### src/rtl/seg_display_sched_if.sv
// seg_display_sched_if -- bundle between the display sources and the scheduler.
//   req              per-source display request (bit i = source i)
//   data0..data2     four hex nibbles per source, nibble 0 = rightmost digit
//   dot0..dot2       decimal-point digit index per source
//   gnt              one-hot grant, zero when idle
//   disp_data        registered data for the display driver
//   disp_dot         registered dot index for the display driver
//   busy             high while a grant is active
// master = source side (drives requests and data), slave = scheduler.
interface seg_display_sched_if;
  logic [2:0]  req;
  logic [15:0] data0;
  logic [15:0] data1;
  logic [15:0] data2;
  logic [1:0]  dot0;
  logic [1:0]  dot1;
  logic [1:0]  dot2;
  logic [2:0]  gnt;
  logic [15:0] disp_data;
  logic [1:0]  disp_dot;
  logic        busy;

  modport master (
    output req, data0, data1, data2, dot0, dot1, dot2,
    input  gnt, disp_data, disp_dot, busy
  );

  modport slave (
    input  req, data0, data1, data2, dot0, dot1, dot2,
    output gnt, disp_data, disp_dot, busy
  );
endinterface

### src/rtl/seg_display_sched.sv
// seg_display_sched -- round-robin owner scheduler for a shared 4-digit
// seven-segment display with three requesting sources.
//   clk    system clock (rising edge)
//   rst_n  asynchronous active-low reset, release sampled on clk
//   bus    seg_display_sched_if.slave (req/data/dot in, gnt/disp/busy out)
// Parameters:
//   HOLD_CYCLES   minimum cycles an owner keeps the display while others wait
//   BLINK_CYCLES  half-period of the wait-blink
// Optional feature macro: SEG_SCHED_BLINK_EN -- blink the owner's digits
// while another source is waiting. Without it no blink counter is built.
//
// state | meaning
// IDLE  | no owner, display blank
// SHOW  | exactly one owner, its data/dot forwarded to the display
module seg_display_sched #(
  parameter int HOLD_CYCLES  = 50000000,
  parameter int BLINK_CYCLES = 12500000
) (
  input logic              clk,
  input logic              rst_n,
  seg_display_sched_if.slave bus
);

  typedef enum logic {IDLE = 1'b0, SHOW = 1'b1} state_t;

  localparam logic [25:0] HOLD_LAST = 26'(HOLD_CYCLES - 1);

  // Both counters are 26 bits wide; reject configurations that cannot fit.
  if (HOLD_CYCLES < 1 || HOLD_CYCLES > 67108864 ||
      BLINK_CYCLES < 1 || BLINK_CYCLES > 33554432) begin : g_bad_cfg
    $error("seg_display_sched: HOLD_CYCLES/BLINK_CYCLES out of range");
  end

  state_t      state;
  logic        armed;
  logic [1:0]  last_owner;
  logic [25:0] hold_cnt;
  logic [2:0]  gnt_q;
  logic        busy_q;
  logic [15:0] data_q;
  logic [1:0]  dot_q;

  logic [2:0]  cand;
  logic [2:0]  rot;
  logic [2:0]  offs;
  logic [2:0]  sum;
  logic        pick_vld;
  logic [1:0]  pick_idx;
  logic        nxt_show;
  logic [1:0]  nxt_owner;
  logic        chg;
  logic [2:0]  nxt_gnt;
  logic [15:0] own_data;
  logic [1:0]  own_dot;
  logic        blank;
  logic [15:0] nxt_data;
  logic [1:0]  nxt_dot;

  // Round-robin pick: candidates are all requesters when idle, the waiting
  // non-owners when showing. Search starts at last_owner+1; rot re-orders the
  // candidates so that rot[0] is the first in search order.
  always_comb begin
    cand = (state == SHOW) ? (bus.req & ~gnt_q) : bus.req;
    case (last_owner)
      2'd0:    rot = {cand[0], cand[2], cand[1]};
      2'd1:    rot = {cand[1], cand[0], cand[2]};
      default: rot = cand;
    endcase
    pick_vld = |cand;
    if (rot[0])      offs = 3'd1;
    else if (rot[1]) offs = 3'd2;
    else             offs = 3'd3;
    sum      = {1'b0, last_owner} + offs;
    pick_idx = (sum >= 3'd3) ? 2'(sum - 3'd3) : sum[1:0];
  end

  // Next owner. armed holds off the first grant until the second edge after
  // reset release.
  always_comb begin
    nxt_show  = 1'b0;
    nxt_owner = last_owner;
    chg       = 1'b0;
    if (armed) begin
      if (state == IDLE) begin
        if (pick_vld) begin
          nxt_show  = 1'b1;
          nxt_owner = pick_idx;
          chg       = 1'b1;
        end
      end else begin
        nxt_show = 1'b1;
        if ((bus.req & gnt_q) == 3'b000) begin
          if (pick_vld) begin
            nxt_owner = pick_idx;
            chg       = 1'b1;
          end else begin
            nxt_show = 1'b0;
          end
        end else if (pick_vld && hold_cnt == HOLD_LAST) begin
          nxt_owner = pick_idx;
          chg       = 1'b1;
        end
      end
    end
    nxt_gnt = nxt_show ? (3'b001 << nxt_owner) : 3'b000;
    case (nxt_owner)
      2'd0:    begin own_data = bus.data0; own_dot = bus.dot0; end
      2'd1:    begin own_data = bus.data1; own_dot = bus.dot1; end
      default: begin own_data = bus.data2; own_dot = bus.dot2; end
    endcase
  end

`ifdef SEG_SCHED_BLINK_EN
  localparam logic [25:0] BLINK_LAST = 26'(2 * BLINK_CYCLES - 1);
  localparam logic [25:0] BLINK_HALF = 26'(BLINK_CYCLES);

  logic [25:0] blink_cnt;
  logic [25:0] nxt_blink;

  // Counts a full on/off period from the grant; the second half is blank.
  always_comb begin
    if (!nxt_show || chg)          nxt_blink = 26'd0;
    else if (blink_cnt == BLINK_LAST) nxt_blink = 26'd0;
    else                           nxt_blink = blink_cnt + 26'd1;
    blank = nxt_show && ((bus.req & ~nxt_gnt) != 3'b000) && (nxt_blink >= BLINK_HALF);
  end
`else
  always_comb blank = 1'b0;
`endif

  always_comb begin
    nxt_data = (nxt_show && !blank) ? own_data : 16'hFFFF;
    nxt_dot  = nxt_show ? own_dot : 2'd0;
  end

  always_ff @(posedge clk or negedge rst_n) begin
    if (!rst_n) begin
      state      <= IDLE;
      armed      <= 1'b0;
      last_owner <= 2'd2;
      hold_cnt   <= 26'd0;
      gnt_q      <= 3'b000;
      busy_q     <= 1'b0;
      data_q     <= 16'hFFFF;
      dot_q      <= 2'd0;
`ifdef SEG_SCHED_BLINK_EN
      blink_cnt  <= 26'd0;
`endif
    end else begin
      armed      <= 1'b1;
      state      <= nxt_show ? SHOW : IDLE;
      last_owner <= nxt_owner;
      gnt_q      <= nxt_gnt;
      busy_q     <= nxt_show;
      data_q     <= nxt_data;
      dot_q      <= nxt_dot;
      if (!nxt_show || chg)          hold_cnt <= 26'd0;
      else if (hold_cnt != HOLD_LAST) hold_cnt <= hold_cnt + 26'd1;
`ifdef SEG_SCHED_BLINK_EN
      blink_cnt  <= nxt_blink;
`endif
    end
  end

  assign bus.gnt       = gnt_q;
  assign bus.busy      = busy_q;
  assign bus.disp_data = data_q;
  assign bus.disp_dot  = dot_q;

endmodule

### src/flat_wrapper.sv
// flat-port wrapper written by rule: the top's interface ports become plain ports
module seg_display_sched_flat 
#(
  parameter int HOLD_CYCLES  = 50000000,
  parameter int BLINK_CYCLES = 12500000
)
  (clk, rst_n, bus_req, bus_data0, bus_data1, bus_data2, bus_dot0, bus_dot1, bus_dot2, bus_gnt, bus_disp_data, bus_disp_dot, bus_busy);
  seg_display_sched_if bus_i ();
  input logic clk;
  input logic rst_n;
  input wire logic [$bits(bus_i.req)-1:0] bus_req;
  input wire logic [$bits(bus_i.data0)-1:0] bus_data0;
  input wire logic [$bits(bus_i.data1)-1:0] bus_data1;
  input wire logic [$bits(bus_i.data2)-1:0] bus_data2;
  input wire logic [$bits(bus_i.dot0)-1:0] bus_dot0;
  input wire logic [$bits(bus_i.dot1)-1:0] bus_dot1;
  input wire logic [$bits(bus_i.dot2)-1:0] bus_dot2;
  output wire logic [$bits(bus_i.gnt)-1:0] bus_gnt;
  output wire logic [$bits(bus_i.disp_data)-1:0] bus_disp_data;
  output wire logic [$bits(bus_i.disp_dot)-1:0] bus_disp_dot;
  output wire logic [$bits(bus_i.busy)-1:0] bus_busy;
  assign bus_i.req = bus_req;
  assign bus_i.data0 = bus_data0;
  assign bus_i.data1 = bus_data1;
  assign bus_i.data2 = bus_data2;
  assign bus_i.dot0 = bus_dot0;
  assign bus_i.dot1 = bus_dot1;
  assign bus_i.dot2 = bus_dot2;
  assign bus_gnt = bus_i.gnt;
  assign bus_disp_data = bus_i.disp_data;
  assign bus_disp_dot = bus_i.disp_dot;
  assign bus_busy = bus_i.busy;
  seg_display_sched #(.HOLD_CYCLES(HOLD_CYCLES), .BLINK_CYCLES(BLINK_CYCLES)) u_core (.clk(clk), .rst_n(rst_n), .bus(bus_i));
endmodule
### config.mk
export PLATFORM = sky130hd
export DESIGN_NAME = seg_display_sched_flat
export DESIGN_NICKNAME = d
export VERILOG_FILES = /design/src/rtl/seg_display_sched_if.sv /design/src/rtl/seg_display_sched.sv /design/src/flat_wrapper.sv
export SDC_FILE = /design/constraint.sdc
export NUM_CORES = 1
export LEC_CHECK = 0
export BUFFER_PORTS_ARGS = -buffer_cell sky130_fd_sc_hd__clkbuf_2
export CAP_MARGIN = 20
export CORE_ASPECT_RATIO = 0.6
export CORE_MARGIN = 2
export CORE_UTILIZATION = 45
export DETAILED_ROUTE_END_ITERATION = 10
export PLACE_DENSITY = 0.8
export SKIP_CTS_REPAIR_TIMING = 1
export SYNTH_ARGS = -nofsm -noshare
export SYNTH_HDL_FRONTEND = slang
export SYNTH_SLANG_ARGS = --single-unit
### constraint.sdc
create_clock -name clk -period 3.3 [get_ports clk]
set_input_delay 0.165 -clock clk [delete_from_list [all_inputs] [get_ports clk]]
set_output_delay 0.165 -clock clk [all_outputs]
set_load 0.02 [all_outputs]
---- After elaboration in Yosys (flattened, before gate mapping) ----
Index checks and enable logic that the tools add are counted.
cells by class
  $add $sub $neg .......................... 3
  magnitude comparators ................... 1
  equal/unequal tests ..................... 4
  shift operators ......................... 1
  mux-type cells .......................... 26
  bitwise logic cells ..................... 3
  reductions and logical operators ........ 8
operator list
  cell                                                               count
  two-way mux 26 bit                                                 2
  one-hot mux 16 bit (2 select lines)                                1
  adder 26 x 1 -> 26 bit, second input constant                      1
  equality test 26 bit, second input constant                        1
  inequality test 26 bit, second input constant                      1
  two-way mux 16 bit                                                 1
  two-way mux 2 bit                                                  8
  two-way mux 1 bit                                                  10
  one-hot mux 2 bit (2 select lines)                                 2
  bitwise AND 3 bit                                                  2
  two-way mux 3 bit                                                  2
  equality test 2 x 1 -> 1 bit, second input constant                2
  zero test 2 bit                                                    2
  adder 2 x 2 -> 3 bit                                               1
  greater-or-equal comparator 3 x 2 -> 1 bit, second input constant  1
  zero test 3 bit                                                    1
  NOT 3 bit                                                          1
  OR reduction 3 bit                                                 1
  left shift 1 x 2 -> 3 bit, first input constant                    1
  nonzero test 2 bit                                                 1
  subtractor 2 bit, second input constant                            1
  logical AND 1 bit                                                  1
  zero test 1 bit                                                    1
  logical OR 1 bit                                                   1
word-level totals
  register bits after elaboration ......... 52
  input port bits ......................... 59
  output and inout bits ................... 22
  word-level logic and storage cells ...... 54

---- Depth between registers and ports, before layout ----
Gate-level depths: netlist of run 1.
  depth after elaboration ................. 16
  depth in mapped cells ................... 15
  depth with buffers taken out ............ 14

---- Worst setup path after synthesis of run 1 ----
OpenSTA, ideal clock, no wires.
  kind .................................... flip-flop to flip-flop
  start ................................... register u_core.last_owner[0]
  end ..................................... register u_core.data_q[10] (netlist: u_core.bus.disp_data[10])
  library setup time ...................... 0.081 ns
  data arrival time ....................... 3.494 ns
  data required time ...................... 3.219 ns
  setup slack ............................. -0.275 ns
  stages on the path, launching flop included .. 16
  buffers on the path ..................... 3
  period minus slack after synthesis ...... 3.575 ns
  cell sequence ........................... dfrtp_1 clkbuf_1 buf_1 nand3_1 o21ai_0 o21ai_0 ha_1 fa_1 ha_1 or3_1 a21o_1 nor2_1 o21a_4 buf_6 a21oi_1 a32oi_1
on the way
  word-level cells in the longest chain between the ends .. 14
  elaborated cells between the ends (all ways) .. 18
  those cells by class .................... add/sub (2); order compare (1); eq/ne (2); mux (11); reduce/logical (2)
ends and longest elaborated chain
  element                                                                                line                                                                       text
  from (decl)                                                                            seg_display_sched.sv:36                                                    logic [1:0] last_owner;
  from (signal assigned)                                                                 seg_display_sched.sv:152                                                   last_owner <= nxt_owner;
  equality test 2 x 1 -> 1 bit / zero test 2 bit (equally long branches)                 seg_display_sched.sv:64                                                    case (last_owner)
  one-hot mux 2 bit (2 select lines)                                                     seg_display_sched.sv:64
  two-way mux 1 bit                                                                      seg_display_sched.sv:71                                                    else if (rot[1]) offs = 3'd2;
  two-way mux 2 bit                                                                      seg_display_sched.sv:70                                                    if (rot[0]) offs = 3'd1;
  adder 2 x 2 -> 3 bit                                                                   seg_display_sched.sv:73                                                    sum = {1'b0, last_owner} + offs;
  greater-or-equal comparator 3 x 2 -> 1 bit / subtractor 2 bit (equally long branches)  seg_display_sched.sv:74                                                    pick_idx = (sum >= 3'd3) ? 2'(sum - 3'd3) : sum[1:0];
  two-way mux 2 bit                                                                      seg_display_sched.sv:74
  two-way mux 2 bit (on tied branches)                                                   seg_display_sched.sv:99, seg_display_sched.sv:85, seg_display_sched.sv:93
  two-way mux 2 bit                                                                      seg_display_sched.sv:92                                                    if ((bus.req & gnt_q) == 3'b000) begin
  two-way mux 2 bit                                                                      seg_display_sched.sv:84                                                    if (state == IDLE) begin
  two-way mux 2 bit (*)                                                                  seg_display_sched.sv:83                                                    if (armed) begin
  equality test 2 x 1 -> 1 bit / zero test 2 bit (equally long branches)                 seg_display_sched.sv:106                                                   case (nxt_owner)
  one-hot mux 16 bit (2 select lines) (*)                                                seg_display_sched.sv:106
  two-way mux 16 bit (*)                                                                 seg_display_sched.sv:132                                                   nxt_data = (nxt_show && !blank) ? own_data : 16'hFFFF;
  via u_core.nxt_data[10]                                                                seg_display_sched.sv:56                                                    logic [15:0] nxt_data;
  to (signal assigned)                                                                   seg_display_sched.sv:155                                                   data_q <= nxt_data;
  to (decl)                                                                              seg_display_sched.sv:40                                                    logic [15:0] data_q;
The timed path passes the listed nets; every way through them passes the cells marked *.
A chain may end at the register's enable or synchronous reset.

==> reports/summary.txt, run 1 <==
Total GRT Usage - 20.9%
Starting Density - 45.9%
Count of input and output buffers - 80
Tot Pwr - 0.00323 W
Failing checks - negative hold slack
Yosys top cell by area - dfrtp_1
Outcome - finished with violations
Post-synthesis sequential area ratio - 42.9%
CP peak stage delay - 0.52 ns
Drt wl/cell - 15.8 um
First-pass GRT wire length - 11,800 um
Largest net degree at the start of global routing - 36
Share of the synthesized area in the top cell type - 28.1%
Worst R2R Start - u_core.bus.busy
CP max stage cell - fa_1
CTS buffer count - 5
EDFF count, synth - 0
Crit path kind - reg -> reg
Power Dens Cells - 867 nW/um^2
Utilization after layout - 56.4%
Hold_ws - -0.0293 ns
Internal reg-to-reg setup slack - 0.03 ns
Cell count after synthesis - 325
Dominant synthesized flop cell - dfrtp_1
Final cycle utilization of the critical path - 99.0%
Diode count - 0
CTS root buf - clkbuf_8
Clock Path Buffers - 2
Crit-path cells - a21boi_2, buf_4, nand3_2, o21ai_1, o21ai_1, ha_2, fa_1, ha_2, nor3_2, a21o_1, nand2_2, o211ai_4, mux2i_2, a211oi_2
Vias after detailed routing - 2,755
Peak supply drop - 0.458 mV
H-tree lvl count - 2
Min Clock Period, post-route - 3.27 ns
Layout cell share with drive strength beyond 1 - 35.0%
R2R cell count - 14
Nets@finish - 476
CP required - 3.50 ns
Synth top cells by count - nor2_1, dfrtp_1, nand2_1
Pins over their slew limit - 0
Die area - 7410 um^2
Vias/cell - 5.50
Grt ovf - 0
Leakage - 1.70 nW
Initial DRC Count - 168
Clock Sinks - 51
CP Launch Type - flop
Die W - 110 um
Die H - 67.5 um
DR pass1 iterations - 4
Max-cap violation count - 0
Cell row count - 23
Area contributors post-synth - dfrtp_1, dfstp_2, mux2i_1
Min-Delay Path Class - in -> async
Arrival time at the worst endpoint - 3.46 ns
Critical Path End Type - flop
Final Hold Fails - 21
Final WS setup - 0.0343 ns
Routability cong. - 0.827
Max-slew headroom - 40.1%
Clock-pin slew on the worst setup and hold paths - 0.09 ns
Initial antenna violation count - 0
Most instantiated library cell after synthesis - nor2_1
Worst Clk Skew - 0.00362 ns
Post-route setup TNS - 0 ns
DRC - 0
Wirelength, routed - 7890 um
Final setup vio count - 0
RSZ-0062 raised after global routing - yes
Routed Antenna Nets - 0
Vias in the first global route - 2,426
I/O Pins - 81
Avg Synthesized Cell Area - 9.30 um^2
Fillers - 556
Clk Latency, worst-skew pair - 0.31 ns
Non-filler instance count after layout - 501
CTS tree - built
Synth unique cells - 48
Post-DP HPWL - 5640 um
Post-Place Cells - 487
Post-Syn Area - 3020 um^2
FFs w/ async S/R, synth - 100%
Warnings from Yosys - 0
Reg2reg end - u_core.bus.disp_dot[0]
CP max FO - 6
Worst setup path start - u_core.bus.busy
Setup WS pre-CTS - -0.104 ns
Post-synthesis sequential element count - 51
Highest Clock Rate - 306 MHz
Area Growth Syn to Fin - 23.1%
Core area - 6590 um^2
Worst-Margin Slew - 0.899 ns
Syn Nets - 388
logic make-up after synthesis:
kind of cell | count (synthesis) | synth area share, %
AO/OA/AOI/OAI | 64 | 16.8
multiplexers | 19 | 6.29
buffers and inverters | 35 | 4.93
XOR/XNOR | 22 | 6.37
adder cells (fa/ha/maj) | 4 | 1.90
other | 1 | 0.124
AND/OR/NAND/NOR | 129 | 20.7
flip-flops | 51 | 42.9
where the power goes:
part           total [W]  switching [W]  internal, W  leakage (nW)
combinational    0.00198        0.00117     0.000802          1.02
sequential      0.000886      0.0000649     0.000821         0.641
clock           0.000364       0.000215     0.000150        0.0422
final cells by class:
class | instances | area [um^2] | area share (%)
Multi-Input combinational cell | 240 | 1650 | 44.3
Sequential cell | 51 | 1300 | 34.9
Clock buffer | 7 | 76.3 | 2.05
Timing Repair Buffer | 93 | 498 | 13.4
Tap cell | 87 | 109 | 2.93
Clock inverter | 1 | 5.00 | 0.135
Inverter | 22 | 82.6 | 2.22
how the worst max path moves through the flow:
stage	endpoint	slack, ns	cells past startpoint
global route	u_core.bus.disp_data[14]	-0.15	15
CTS	u_core.bus.disp_dot[0]	-0.15	14
detailed placement	u_core.bus.disp_data[11]	-0.10	14
finish	u_core.bus.disp_dot[0]	0.03	14
floorplan	u_core.bus.disp_data[10]	0.08	14
global placement	u_core.bus.disp_dot[1]	0.10	14
registers in the layout (all words and copies together) (netlist names):
| signal | flops |
|---|---|
| u_core.armed | 1 |
| u_core.bus.busy | 1 |
| u_core.bus.disp_data | 16 |
| u_core.bus.disp_dot | 2 |
| u_core.bus.gnt | 3 |
| u_core.hold_cnt | 26 |
| u_core.last_owner | 2 |
critical path: cells and delay by family (launching register included):
family | cells | cell delay (ns)
multiplexers | 1 | 0.31
flip-flops | 1 | 0.45
buffers and inverters | 1 | 0.14
AO/OA/AOI/OAI | 6 | 0.92
adder cells (fa/ha/maj) | 3 | 0.94
AND/OR/NAND/NOR | 3 | 0.40
through the flow:
| stage | hold slack (ns) | cell area, um^2 |
|---|---|---|
| global placement | 0.343 | 3530 |
| global route | 0.00321 | 3720 |
| finish | -0.0293 | 3720 |
| CTS | -0.00274 | 3610 |
| detailed placement | 0.340 | 3530 |
| floorplan | -0.131 | 3030 |
cell usage in the layout, fill, tap and decap left out, drive strengths merged, types with 2 or more instances in the layout:
cell type / Yosys / layout
nand2: 34 / 34
o21a: 3 / 4
nor4: 3 / 3
nor2: 44 / 44
xor2: 17 / 17
a32oi: 16 / 16
and3: 4 / 4
dfrtp: 34 / 34
nand3: 14 / 14
inv: 22 / 22
ha: 3 / 3
mux2i: 19 / 19
a21oi: 22 / 22
xnor2: 5 / 5
nand4: 7 / 7
buf: 6 / 13
a211oi: 2 / 2
nor2b: 5 / 5
nor3: 4 / 4
and2: 5 / 5
or3: 5 / 5
clkbuf: 7 / 87
dfstp: 17 / 17
o21ai: 11 / 11
o211ai: 2 / 2
routing by layer:
metal	global-route usage [%]	vias up	wire length, um
met1	31.9	1353	3910
met5	0	-	0
met4	6.17	0	92
met2	29.8	85	3450
met3	3.76	8	435
li1	-	1309	-
Note: power is estimated with default switching activity, not from simulation.
==> run 2, diff against run 1 <==
- ABC_AREA: default -> 1
==> reports/summary.txt, run 2 <==
Outcome - completed (was finished with violations)
Grt ovf - 0 (unchanged)
Clk Latency, worst-skew pair - 0.31 ns (about the same)
Wirelength, routed - 7540 um (was 7890 um)
Most instantiated library cell after synthesis - nand2_1 (was nor2_1)
Min-delay src - bus_data0[0]
Final WS setup - 0.0532 ns (was 0.0343 ns)
I/O Pins - 81 (unchanged)
Diode count - 0 (unchanged)
Power Dens Cells - 845 nW/um^2 (was 867 nW/um^2)
Utilization after layout - 57.7% (was 56.4%)
CTS buffer count - 5 (unchanged)
Min-Delay Path Class - in -> reg (was in -> async)
Leakage - 1.67 nW (was 1.70 nW)
Peak supply drop - 0.791 mV (was 0.458 mV)
Vias after detailed routing - 2,785 (was 2,755)
Hold_ws - 0.0534 ns (was -0.0293 ns)
Clock-pin slew on the worst setup and hold paths - 0.10 ns (was 0.09 ns)
Total GRT Usage - 20.5% (was 20.9%)
Min Clock Period, post-route - 3.25 ns (was 3.27 ns)
CP delay by family, top - simple AND/OR/NAND/NOR gates (was adder cells)
Final cycle utilization of the critical path - 98.4% (was 99.0%)
Starting Density - 47.6% (was 45.9%)
Initial DRC Count - 200 (was 168)
Synth top cells by count - nand2_1, dfrtp_1, inv_1, nor2_1 (was nor2_1, dfrtp_1, nand2_1)
DR pass1 iterations - 6 (was 4)
Post-synthesis sequential element count - 51 (unchanged)
CTS tree - built (unchanged)
Warnings from Yosys - 0 (unchanged)
Highest routed layer - met4 (unchanged)
Routability cong. - 0.927 (was 0.827)
Cell row count - 22 (was 23)
Fillers - 573 (was 556)
CP Launch Type - flop (unchanged)
Drt wl/cell - 13.9 um (was 15.8 um)
Post-Place Cells - 532 (was 487)
Count of input and output buffers - 80 (unchanged)
Clock Sinks - 51 (unchanged)
Non-filler instance count after layout - 544 (was 501)
Worst Clk Skew - 0.00590 ns (was 0.00362 ns)
Initial antenna violation count - 0 (unchanged)
CTS root buf - clkbuf_8 (unchanged)
CP required - 3.55 ns (was 3.50 ns)
Crit-path cells - nor3_1, nor3_2, o31ai_1, ha_1, fa_1, ha_1, nor2_1, nand2_1, nand2_1, nand2_1, inv_1, nand3_2, nand2_4, inv_8, nor2_4, nand2_1, nand3b_1 (was a21boi_2, buf_4, nand3_2, o21ai_1, o21ai_1, ha_2, fa_1, ha_2, nor3_2, a21o_1, nand2_2, o211ai_4, mux2i_2, a211oi_2)
Final Hold Fails - 0 (was 21)
Syn Nets - 436 (was 388)
Vias/cell - 5.12 (was 5.50)
Largest net degree at the start of global routing - 31 (was 36)
Post-Syn Area - 2960 um^2 (was 3020 um^2)
Worst setup path start - u_core.last_owner[1] (was u_core.bus.busy)
Routed wl met2 - 3320 um (was 3450 um)
CP max stage cell - dfstp_2 (was fa_1)
Max-slew headroom - 49.9% (was 40.1%)
Bufs and invs on worst path - 2 (was 1)
CP max FO - 24 (was 6)
Most frequent cells in the layout - nand2_1, clkbuf_2, dfrtp_1 (was clkbuf_2, nor2_1, nand2_1)
CP peak stage delay - 0.62 ns (was 0.52 ns)
Share of the synthesized area in the top cell type - 28.7% (was 28.1%)
H-tree lvl count - 2 (unchanged)
First-pass GRT wire length - 11,600 um (was 11,800 um)
Final setup vio count - 0 (unchanged)
Crit-path most repeated cell - nand2_1
Setup WS pre-CTS - -0.00743 ns (was -0.104 ns)
Die W - 109 um (was 110 um)
Critical Path End Type - flop (unchanged)
Dominant synthesized flop cell - dfrtp_1 (unchanged)
Routed Antenna Nets - 0 (unchanged)
WL met1 - 3630 um (was 3910 um)
Commonest non-fill, non-tap cell in the layout - nand2_1 (was clkbuf_2)
Vias in the first global route - 2,584 (was 2,426)
Post-synthesis sequential area ratio - 43.8% (was 42.9%)
Die H - 66.8 um (was 67.5 um)
Area Growth Syn to Fin - 21.3% (was 23.1%)
Area contributors post-synth - dfrtp_1, nand2_1, dfstp_2 (was dfrtp_1, dfstp_2, mux2i_1)
DRC - 0 (unchanged)
Cells on Worst Hold Path - 3
Die area - 7260 um^2 (was 7410 um^2)
Avg Synthesized Cell Area - 7.94 um^2 (was 9.30 um^2)
Core area - 6220 um^2 (was 6590 um^2)
Most flops, register - u_core.hold_cnt (unchanged)
Nets@finish - 522 (was 476)
Hold path endpoint - u_core.bus.disp_data[0]
Detailed route wirelength on metal3 - 510 um (was 435 um)
Arrival time at the worst endpoint - 3.50 ns (was 3.46 ns)
Yosys top cell by area - dfrtp_1 (unchanged)
Cell count after synthesis - 373 (was 325)
Post-DP HPWL - 5540 um (was 5640 um)
FFs w/ async S/R, synth - 100% (unchanged)
Max-cap violation count - 0 (unchanged)
Layout cell share with drive strength beyond 1 - 31.3% (was 35.0%)
EDFF count, synth - 0 (unchanged)
Pins over their slew limit - 0 (unchanged)
Internal reg-to-reg setup slack - 0.05 ns (was 0.03 ns)
Worst R2R Start - u_core.last_owner[1] (was u_core.bus.busy)
Clock Path Buffers - 2 (unchanged)
Max reg flops - 26 (unchanged)
Highest Clock Rate - 308 MHz (was 306 MHz)
Crit path kind - reg -> reg (unchanged)
Synth unique cells - 37 (was 48)
Reg2reg end - u_core.bus.disp_data[10] (was u_core.bus.disp_dot[0])
Worst-Margin Slew - 0.751 ns (was 0.899 ns)
R2R cell count - 17 (was 14)
-- run 2: changes by cell type after synthesis, moves of 9 or more --
cell / delta
nand2_1: +86
mux2i_1: -19
nand3b_1: +17
a32oi_1: -16
xor2_1: -16
nor2_1: -15
nor3_1: +15
a21oi_1: -9
nand2_2: +9
-- run 2: layout make-up --
class / instances / area (um^2) / share of cell area (%)
clock inverters: 3 / 47.5 / 1.32
clock buffers: 5 / 68.8 / 1.92
well taps: 84 / 105 / 2.93
multi-input cells: 283 / 1500 / 41.7
repair buffers: 85 / 440 / 12.3
inverters: 33 / 131 / 3.66
flip-flops and latches: 51 / 1300 / 36.2
-- run 2: cell families (layout without fill, tap and decap cells) --
group	count (synthesis)	after routing	synth area share [%]
buffers and inverters	41	126	6.93
flip-flops	51	51	43.8
AND/OR/NAND/NOR	237	239	39.1
adder cells (fa/ha/maj)	4	4	1.94
XOR/XNOR	8	8	2.37
other	1	1	0.127
AO/OA/AOI/OAI	31	31	5.75
-- run 2: worst register-to-register path, cell delays in order, from the launching register on --
cell      delay [ns]
dfstp_2         0.62
nor3_1          0.10
nor3_2          0.23
o31ai_1         0.11
ha_1            0.20
fa_1            0.49
ha_1            0.21
nor2_1          0.13
nand2_1         0.13
nand2_1         0.09
nand2_1         0.05
inv_1           0.06
nand3_2         0.09
nand2_4         0.14
inv_8           0.11
nor2_4          0.25
nand2_1         0.09
nand3b_1        0.10
-- run 2: through the flow --
stage	total power [W]	TNS, ns	area [um^2]
floorplan	0.00219	0	2960
global placement	0.00234	0	3410
detailed placement	0.00242	-0.00743	3410
CTS	0.00287	-0.0618	3530
global route	0.00324	-0.413	3590
finish	0.00304	0	3590
-- run 2: where the power goes --
| group | leakage, nW | total [W] | internal, W | switching, W |
|---|---|---|---|---|
| combinational | 0.969 | 0.00171 | 0.000558 | 0.00115 |
| sequential | 0.642 | 0.000867 | 0.000804 | 0.0000625 |
| clock | 0.0587 | 0.000457 | 0.000230 | 0.000227 |
-- run 2: per-layer routing --
| metal | global-route usage, % | vias to the layer above |
|---|---|---|
| met5 | 0 | - |
| met4 | 4.49 | 0 |
| met1 | 30.2 | 1310 |
| li1 | - | 1377 |
| met2 | 31.1 | 92 |
| met3 | 4.11 | 6 |
-- run 2: worst max path at each step --
stage | cells past startpoint | slack (ns) | endpoint
after global placement | 19 | 0.21 | u_core.bus.disp_data[9]
after floorplan | 20 | 0.29 | u_core.bus.disp_data[0]
after CTS | 19 | -0.02 | u_core.bus.disp_data[14]
after global routing | 18 | -0.05 | u_core.bus.disp_data[11]
after detailed placement | 19 | -0.007 | u_core.bus.disp_data[14]
final | 17 | 0.05 | u_core.bus.disp_data[10]
